[config.mk]
export PLATFORM = sky130hd
export DESIGN_NAME = mult_unit
export DESIGN_NICKNAME = d
export VERILOG_FILES = /design/src/rtl/mult_unit.sv
export SDC_FILE = /design/constraint.sdc
export NUM_CORES = 1
export LEC_CHECK = 0
export CORE_MARGIN = 3
export CORE_UTILIZATION = 48
export DETAILED_ROUTE_END_ITERATION = 6
export PLACE_DENSITY = 0.81
export SYNTH_ARGS = -nofsm -noshare
export SYNTH_HDL_FRONTEND = slang
export SYNTH_SLANG_ARGS = --single-unit
[constraint.sdc]
create_clock -name Clk -period 2.7 [get_ports Clk]
set_input_delay 0.675 -clock Clk [delete_from_list [all_inputs] [get_ports Clk]]
set_output_delay 0.675 -clock Clk [all_outputs]
set_load 0.01 [all_outputs]
[src/rtl/mult_unit.sv]
// mult_unit: sequential shift-add multiplier, one multiplier bit per cycle.
// Holds the X/A/B register chain; signed mode subtracts on the final bit.
module mult_unit #(
    parameter int WIDTH  = 8,
    parameter int SIGNED = 1
) (
    input  logic                 Clk,
    input  logic                 Reset_n,
    input  logic                 Start,
    input  logic [WIDTH-1:0]     Multiplicand,
    input  logic [WIDTH-1:0]     Multiplier,
    output logic                 X,
    output logic [WIDTH-1:0]     A,
    output logic [WIDTH-1:0]     B,
    output logic [2*WIDTH-1:0]   Product,
    output logic                 Busy,
    output logic                 Done
);

    localparam int       CW   = (WIDTH > 2) ? $clog2(WIDTH) : 1;
    localparam logic [CW-1:0] LAST = CW'(WIDTH - 1);
    localparam bit       SG   = (SIGNED != 0);

    typedef enum logic [1:0] {
        IDLE,
        RUN,
        DONE,
        HOLD
    } state_t;

    state_t            state_q;
    state_t            state_d;
    logic [WIDTH-1:0]  s_reg;
    logic [CW-1:0]     cnt;
    logic              m;
    logic              last;
    logic              load;
    logic              step;
    logic [WIDTH:0]    acc;
    logic [WIDTH:0]    addend;
    logic [WIDTH:0]    sum;

    // Add phase: accumulate, or subtract the multiplicand on the sign bit.
    always_comb begin
        m      = B[0];
        last   = (cnt == LAST);
        addend = SG ? {s_reg[WIDTH-1], s_reg} : {1'b0, s_reg};
        acc    = SG ? {X, A} : {1'b0, A};
        sum    = acc;
        if (m) begin
            if (SG && last) begin
                sum = acc - addend;
            end else begin
                sum = acc + addend;
            end
        end
    end

    // Next-state and step control; Start must drop before a new multiply.
    always_comb begin
        state_d = state_q;
        load    = 1'b0;
        step    = 1'b0;
        unique case (state_q)
            IDLE: begin
                if (Start) begin
                    load    = 1'b1;
                    state_d = RUN;
                end
            end
            RUN: begin
                step = 1'b1;
                if (last) begin
                    state_d = DONE;
                end
            end
            DONE: begin
                state_d = Start ? HOLD : IDLE;
            end
            HOLD: begin
                if (!Start) begin
                    state_d = IDLE;
                end
            end
            default: begin
                state_d = IDLE;
            end
        endcase
    end

    // State register.
    always_ff @(posedge Clk or negedge Reset_n) begin
        if (!Reset_n) begin
            state_q <= IDLE;
        end else begin
            state_q <= state_d;
        end
    end

    // Register chain: load operands, then shift {X',A',B} right once per step.
    always_ff @(posedge Clk or negedge Reset_n) begin
        if (!Reset_n) begin
            X     <= 1'b0;
            A     <= '0;
            B     <= '0;
            s_reg <= '0;
            cnt   <= '0;
        end else if (load) begin
            X     <= 1'b0;
            A     <= '0;
            B     <= Multiplier;
            s_reg <= Multiplicand;
            cnt   <= '0;
        end else if (step) begin
            X   <= SG ? sum[WIDTH] : 1'b0;
            A   <= {sum[WIDTH], sum[WIDTH-1:1]};
            B   <= {sum[0], B[WIDTH-1:1]};
            cnt <= last ? cnt : cnt + CW'(1);
        end
    end

    assign Product = {A, B};
    assign Busy    = (state_q == RUN);
    assign Done    = (state_q == DONE);

endmodule

# Word-level counts from Yosys, hierarchy flattened

Index checks and enable logic that the tools add are counted.

Reduce and logical (&&, ||, !) cells: 4
Multiplexer cells: 19
Equality and inequality tests: 8
Add/subtract/negate cells: 3

Operators by type and width:

| cell                | number |
|---|---|
| $mux 8              | 4 |
| $mux 9              | 2 |
| $add 9x9->9         | 1 |
| $mux 3              | 3 |
| $sub 9x9->9         | 1 |
| $mux 2              | 4 |
| $pmux 2 s4          | 1 |
| $mux 1              | 5 |
| $eq 2x2->1 const B  | 2 |
| $ne 2x1->1 const B  | 2 |
| $ne 2x2->1 const B  | 2 |
| $add 3x1->3 const B | 1 |
| $eq 3x3->1 const B  | 1 |
| $reduce_and 3->1    | 1 |
| $eq 2x1->1 const B  | 1 |
| $logic_not 2->1     | 1 |
| $reduce_and 2->1    | 1 |
| $reduce_bool 2->1   | 1 |

Output and inout bits: 35
Flip-flop bits (word level): 30

# Logic depth before layout (Yosys ltp)

Gate-level depths: netlist of the first run.

Depth in word-level cells: 5
Mapped depth: 12
Gate-level depth less buffers: 11

# Least setup slack after synthesis of the first run

No wires, ideal clock.

Path type: flip-flop to flip-flop
Start: reg cnt[0]
End: reg A[6]
Clock period less this slack: 2.514 ns
Data arrival time: 2.437 ns
Setup slack: 0.186 ns
Path buffers: 1
Cell stages (with the launch flop): 13
Data required time: 2.623 ns
Library setup time: 0.077 ns
Cells stage by stage: dfrtp_1 ha_1 ha_1 clkbuf_1 a21oi_1 xnor2_1 ha_1 a21o_1 a21o_1 a221oi_2 xnor2_1 mux2i_1 o21ai_1

Longest elaborated chain between the ends: 5

RTL lines:

| item                   | line | source |
|---|---|---|
| start, declared        | 34   | `logic [CW-1:0] cnt;` |
| start signal, assigned | 118  | `cnt <= last ? cnt : cnt + CW'(1);` |
| $eq 3x3->1             | 46   | `last = (cnt == LAST);` |
| $mux 9                 | 51   | `if (SG && last) begin` |
| $mux 9                 | 50   | `if (m) begin` |
| $mux 8                 | 114  | `end else if (step) begin` |
| $mux 8                 | 108  | `end else if (load) begin` |
| end signal, assigned   | 116  | `A <= {sum[WIDTH], sum[WIDTH-1:1]};` |
| end, declared          | 13   | `output logic [WIDTH-1:0] A,` |

No other way between the ends. The select of a mux whose other input is x is not followed.
A chain may end at the register's enable or synchronous reset.

# Worst setup path after layout of the first run

Same ends and word-level chain as after synthesis.

==> summary.txt, run 1 <==
Final Slew Violations -> 0
Netlist Area Pre-Place -> 1880 um^2
Post-Route WL -> 3940 um
Avg Cell Area, Syn -> 9.55 um^2
Post-route ant nets -> 0
Sink Count -> 29
FF-to-FF Start -> cnt[0]
CP cell instances -> ha_1 > ha_2 > a21oi_1 > xnor2_1 > ha_1 > a21o_1 > a21o_1 > a221oi_2 > xnor2_1 > mux2i_1 > o21ai_1
Avg Vias per Cell -> 5.30
Register Area -> 726 um^2
Die H -> 68.6 um
Hold Crit Class -> flop to flop
Clock Skews -> 0.00148 ns
Critical setup path kind -> flop to flop
Pin count of the biggest net entering global routing -> 30
Die Area -> 4700 um^2
FMAX -> 397 MHz
Final TNS setup -> 0 ns
NumNets Final -> 272
TritonCTS Buffers -> 5
DRT Pass-1 Iters -> 4
Share of cells above drive strength 1 -> 12.4%
Period utilisation layout -> 93.3%
Worst-Margin Slew -> 0.406 ns
Core area -> 3720 um^2
Crit path time final -> 2.52 ns
CTS max path bufs -> 2
Crit start category -> flop
Buf/Inv on CP -> 0
PD cells -> 1520 nW/um^2
Worst hold path depth -> 1
Clk_lat worst skew -> 0.28 ns
Gr ovfl total -> 0
Via count -> 1537
FF-to-FF setup slack -> 0.18 ns
I/O Buffers -> 53
DPL Wire Length -> 2980 um
Gr usage total -> 17.9%
Max-Cap Viols -> 0
Layout Area Growth over Synthesis -> 31.7%
IO Count -> 54
CTS Hold Bufs -> 0
Slowest cell on the critical path -> dfrtp_1
Sequential share of power -> 24.1%
CTS tree -> done
WP data arrival -> 2.72 ns
Syn nets -> 228
Clk root buf -> clkbuf_8
Commonest cells after routing, fill and taps aside -> clkdlybuf4s50_1 (53), dfrtp_1 (29), nand2_1 (22), o21ai_0 (18), xnor2_1 (11)
Yosys Warn Count -> 0
Vias in the first global route -> 1418
Hold EP -> cnt[1]
H-tree Lvls -> 2
Crit-path max FO -> 10
Pint -> 2.16 mW
RSZ-0062 raised after global routing -> no
Switching share of power -> 42.4%
Max stage delay on crit path -> 0.39 ns
Hold path start -> cnt[1]
Iter 0 DRT Violations -> 91
Antenna cells -> 0
VDD IR-drop max -> 695 uV
Final Hold Viols -> 0
Element type at the critical path end -> flop
Placer Congestion -> 0.856
DRC errors left -> 0
CP required -> 2.90 ns
Rows -> 22
Die span in x -> 68.6 um
Final Setup Violations -> 0
Post-layout util -> 66.6%
Syn Inst Count -> 197
Pleak -> 1.04 nW
Starting Density -> 50.6%
Worst reg-to-reg path cell count -> 11
Status -> complete, no violations
FF+latch count, synth -> 29
Gate power share -> 67.1%
Commonest non-fill, non-tap cell in the layout -> clkdlybuf4s50_1
Worst slew margin -> 72.9%
Reg clk slew, reported paths -> 0.06 ns
Synth cell types -> 36
CP top delay family -> compound AO/OA/AOI/OAI gates
Psw -> 1.59 mW
Clock Power Share -> 8.9%
First-pass GRT wire length -> 6260 um
Multi-input gate area -> 978 um^2
Sequential fraction of the synthesis area -> 38.6%
Antenna violations before repair -> 0
Fill cells -> 300
DR WL/cell -> 13.6 um
Crit Reg-Reg Endpoint -> A[6]
-- per-stage QoR --
| step | setup WS (ns) | hold slack [ns] | instance area [um^2] | cells | power [mW] |
|---|---|---|---|---|---|
| floorplan | 0.186 | 0.379 | 1880 | 197 | 2.61 |
| global placement | 0.170 | 0.490 | 2360 | 280 | 3.25 |
| detailed placement | 0.0206 | 0.496 | 2360 | 280 | 3.31 |
| CTS | 0.0147 | 0.510 | 2440 | 288 | 3.65 |
| global route | 0.00867 | 0.547 | 2480 | 290 | 4.08 |
| finish | 0.180 | 0.506 | 2480 | 290 | 3.75 |
-- per-layer routing --
| metal | up-vias | share of wire [%] | global-route usage [%] |
|---|---|---|---|
| met4 | 0 | 1.2 | 7.44 |
| met3 | 5 | 6.3 | 4.05 |
| met5 | - | 0 | 0 |
| met2 | 45 | 46 | 29.0 |
| li1 | 768 | - | - |
| met1 | 719 | 46 | 22.9 |
-- cell families after synthesis --
kind of cell	count (synthesis)	share of synthesized area, %
AND/OR/NAND/NOR	45	10.6
AO/OA/AOI/OAI	55	20.0
buffers and inverters	33	10.6
multiplexers	10	5.72
adder cells (fa/ha/maj)	12	8.38
flip-flops	29	38.6
XOR/XNOR	13	6.05
-- worst max-delay path by stage --
stage / from / end / slack [ns] / cells after the start
2_1_floorplan: cnt[0] / A[6] / 0.19 / 12
3_3_place_gp: cnt[0] / A[6] / 0.17 / 11
3_5_place_dp: cnt[0] / X / 0.02 / 11
4_1_cts: cnt[0] / X / 0.01 / 11
5_1_grt: cnt[0] / X / 0.009 / 11
6_report: cnt[0] / A[6] / 0.18 / 11
-- power by group through the flow --
stage                     Clock [mW]  Combinational [mW]  Sequential [mW]
after CTS                      0.341                2.41            0.900
after global routing           0.357                2.78            0.944
after global placement             0                2.35            0.896
final                          0.333                2.52            0.904
after floorplan                    0                1.73            0.880
after detailed placement           0                2.40            0.910
-- layout make-up --
cell class	instances	area share, %
multi-input combinational	135	39.5
sequential	29	29.3
timing repair buffer	63	24.5
clock buffer	8	3.23
tap	48	2.43
inverter	7	1.06
-- worst register-to-register path, stage by stage (launching register included) --
cell      delay [ns]
dfrtp_1         0.39
ha_1            0.21
ha_2            0.25
a21oi_1         0.17
xnor2_1         0.15
ha_1            0.29
a21o_1          0.17
a21o_1          0.18
a221oi_2        0.28
xnor2_1         0.14
mux2i_1         0.09
o21ai_1         0.13
-- Yosys cell counts, drive strengths merged --
| cell | n | area, um^2 |
|---|---|---|
| ha | 11 | 138 |
| o21ai | 20 | 100 |
| o22ai | 2 | 12.5 |
| inv | 7 | 26.3 |
| a22oi | 8 | 60.1 |
| mux2 | 6 | 67.6 |
| a21o | 3 | 22.5 |
| nand2 | 22 | 82.6 |
| buf | 22 | 159 |
| nor4b | 1 | 8.76 |
| a2111oi | 1 | 27.5 |
| nor2 | 10 | 37.5 |
| xor2 | 2 | 17.5 |
| nor3 | 2 | 10.0 |
| o31ai | 1 | 7.51 |
| o31a | 1 | 8.76 |
| mux2i | 4 | 40.0 |
| nor2b | 5 | 31.3 |
| a21oi | 7 | 35.0 |
| and3 | 1 | 7.51 |
| nand3 | 2 | 10.0 |
| o21bai | 1 | 7.51 |
| a221oi | 1 | 15.0 |
| a31oi | 2 | 12.5 |
| o21a | 1 | 7.51 |
| nand2b | 2 | 12.5 |
| a22o | 3 | 26.3 |
| clkbuf | 4 | 15.0 |
| a32oi | 2 | 17.5 |
| xnor2 | 11 | 96.3 |
| fa | 1 | 20.0 |
| a211oi | 2 | 15.0 |
| dfrtp | 29 | 726 |
-- timing repair --
item / in CTS / in global routing
hold endpoints to repair: 0 / 0
buffers inserted: 0 / 2
resized for setup: 0 / 6
endpoints found under the setup margin: 0 / 2
(Power assumes the default switching activity.)
==> run 2: changes to the inputs <==
--- a/config.mk
+++ b/config.mk
@@ -9,6 +9,7 @@
 export CORE_UTILIZATION = 48
 export DETAILED_ROUTE_END_ITERATION = 6
 export PLACE_DENSITY = 0.81
+export SKIP_CTS_REPAIR_TIMING = 1
 export SYNTH_ARGS = -nofsm -noshare
 export SYNTH_HDL_FRONTEND = slang
 export SYNTH_SLANG_ARGS = --single-unit
==> results of run 2 <==
No change in the layout: final DEF, timing and power equal those of run 1.
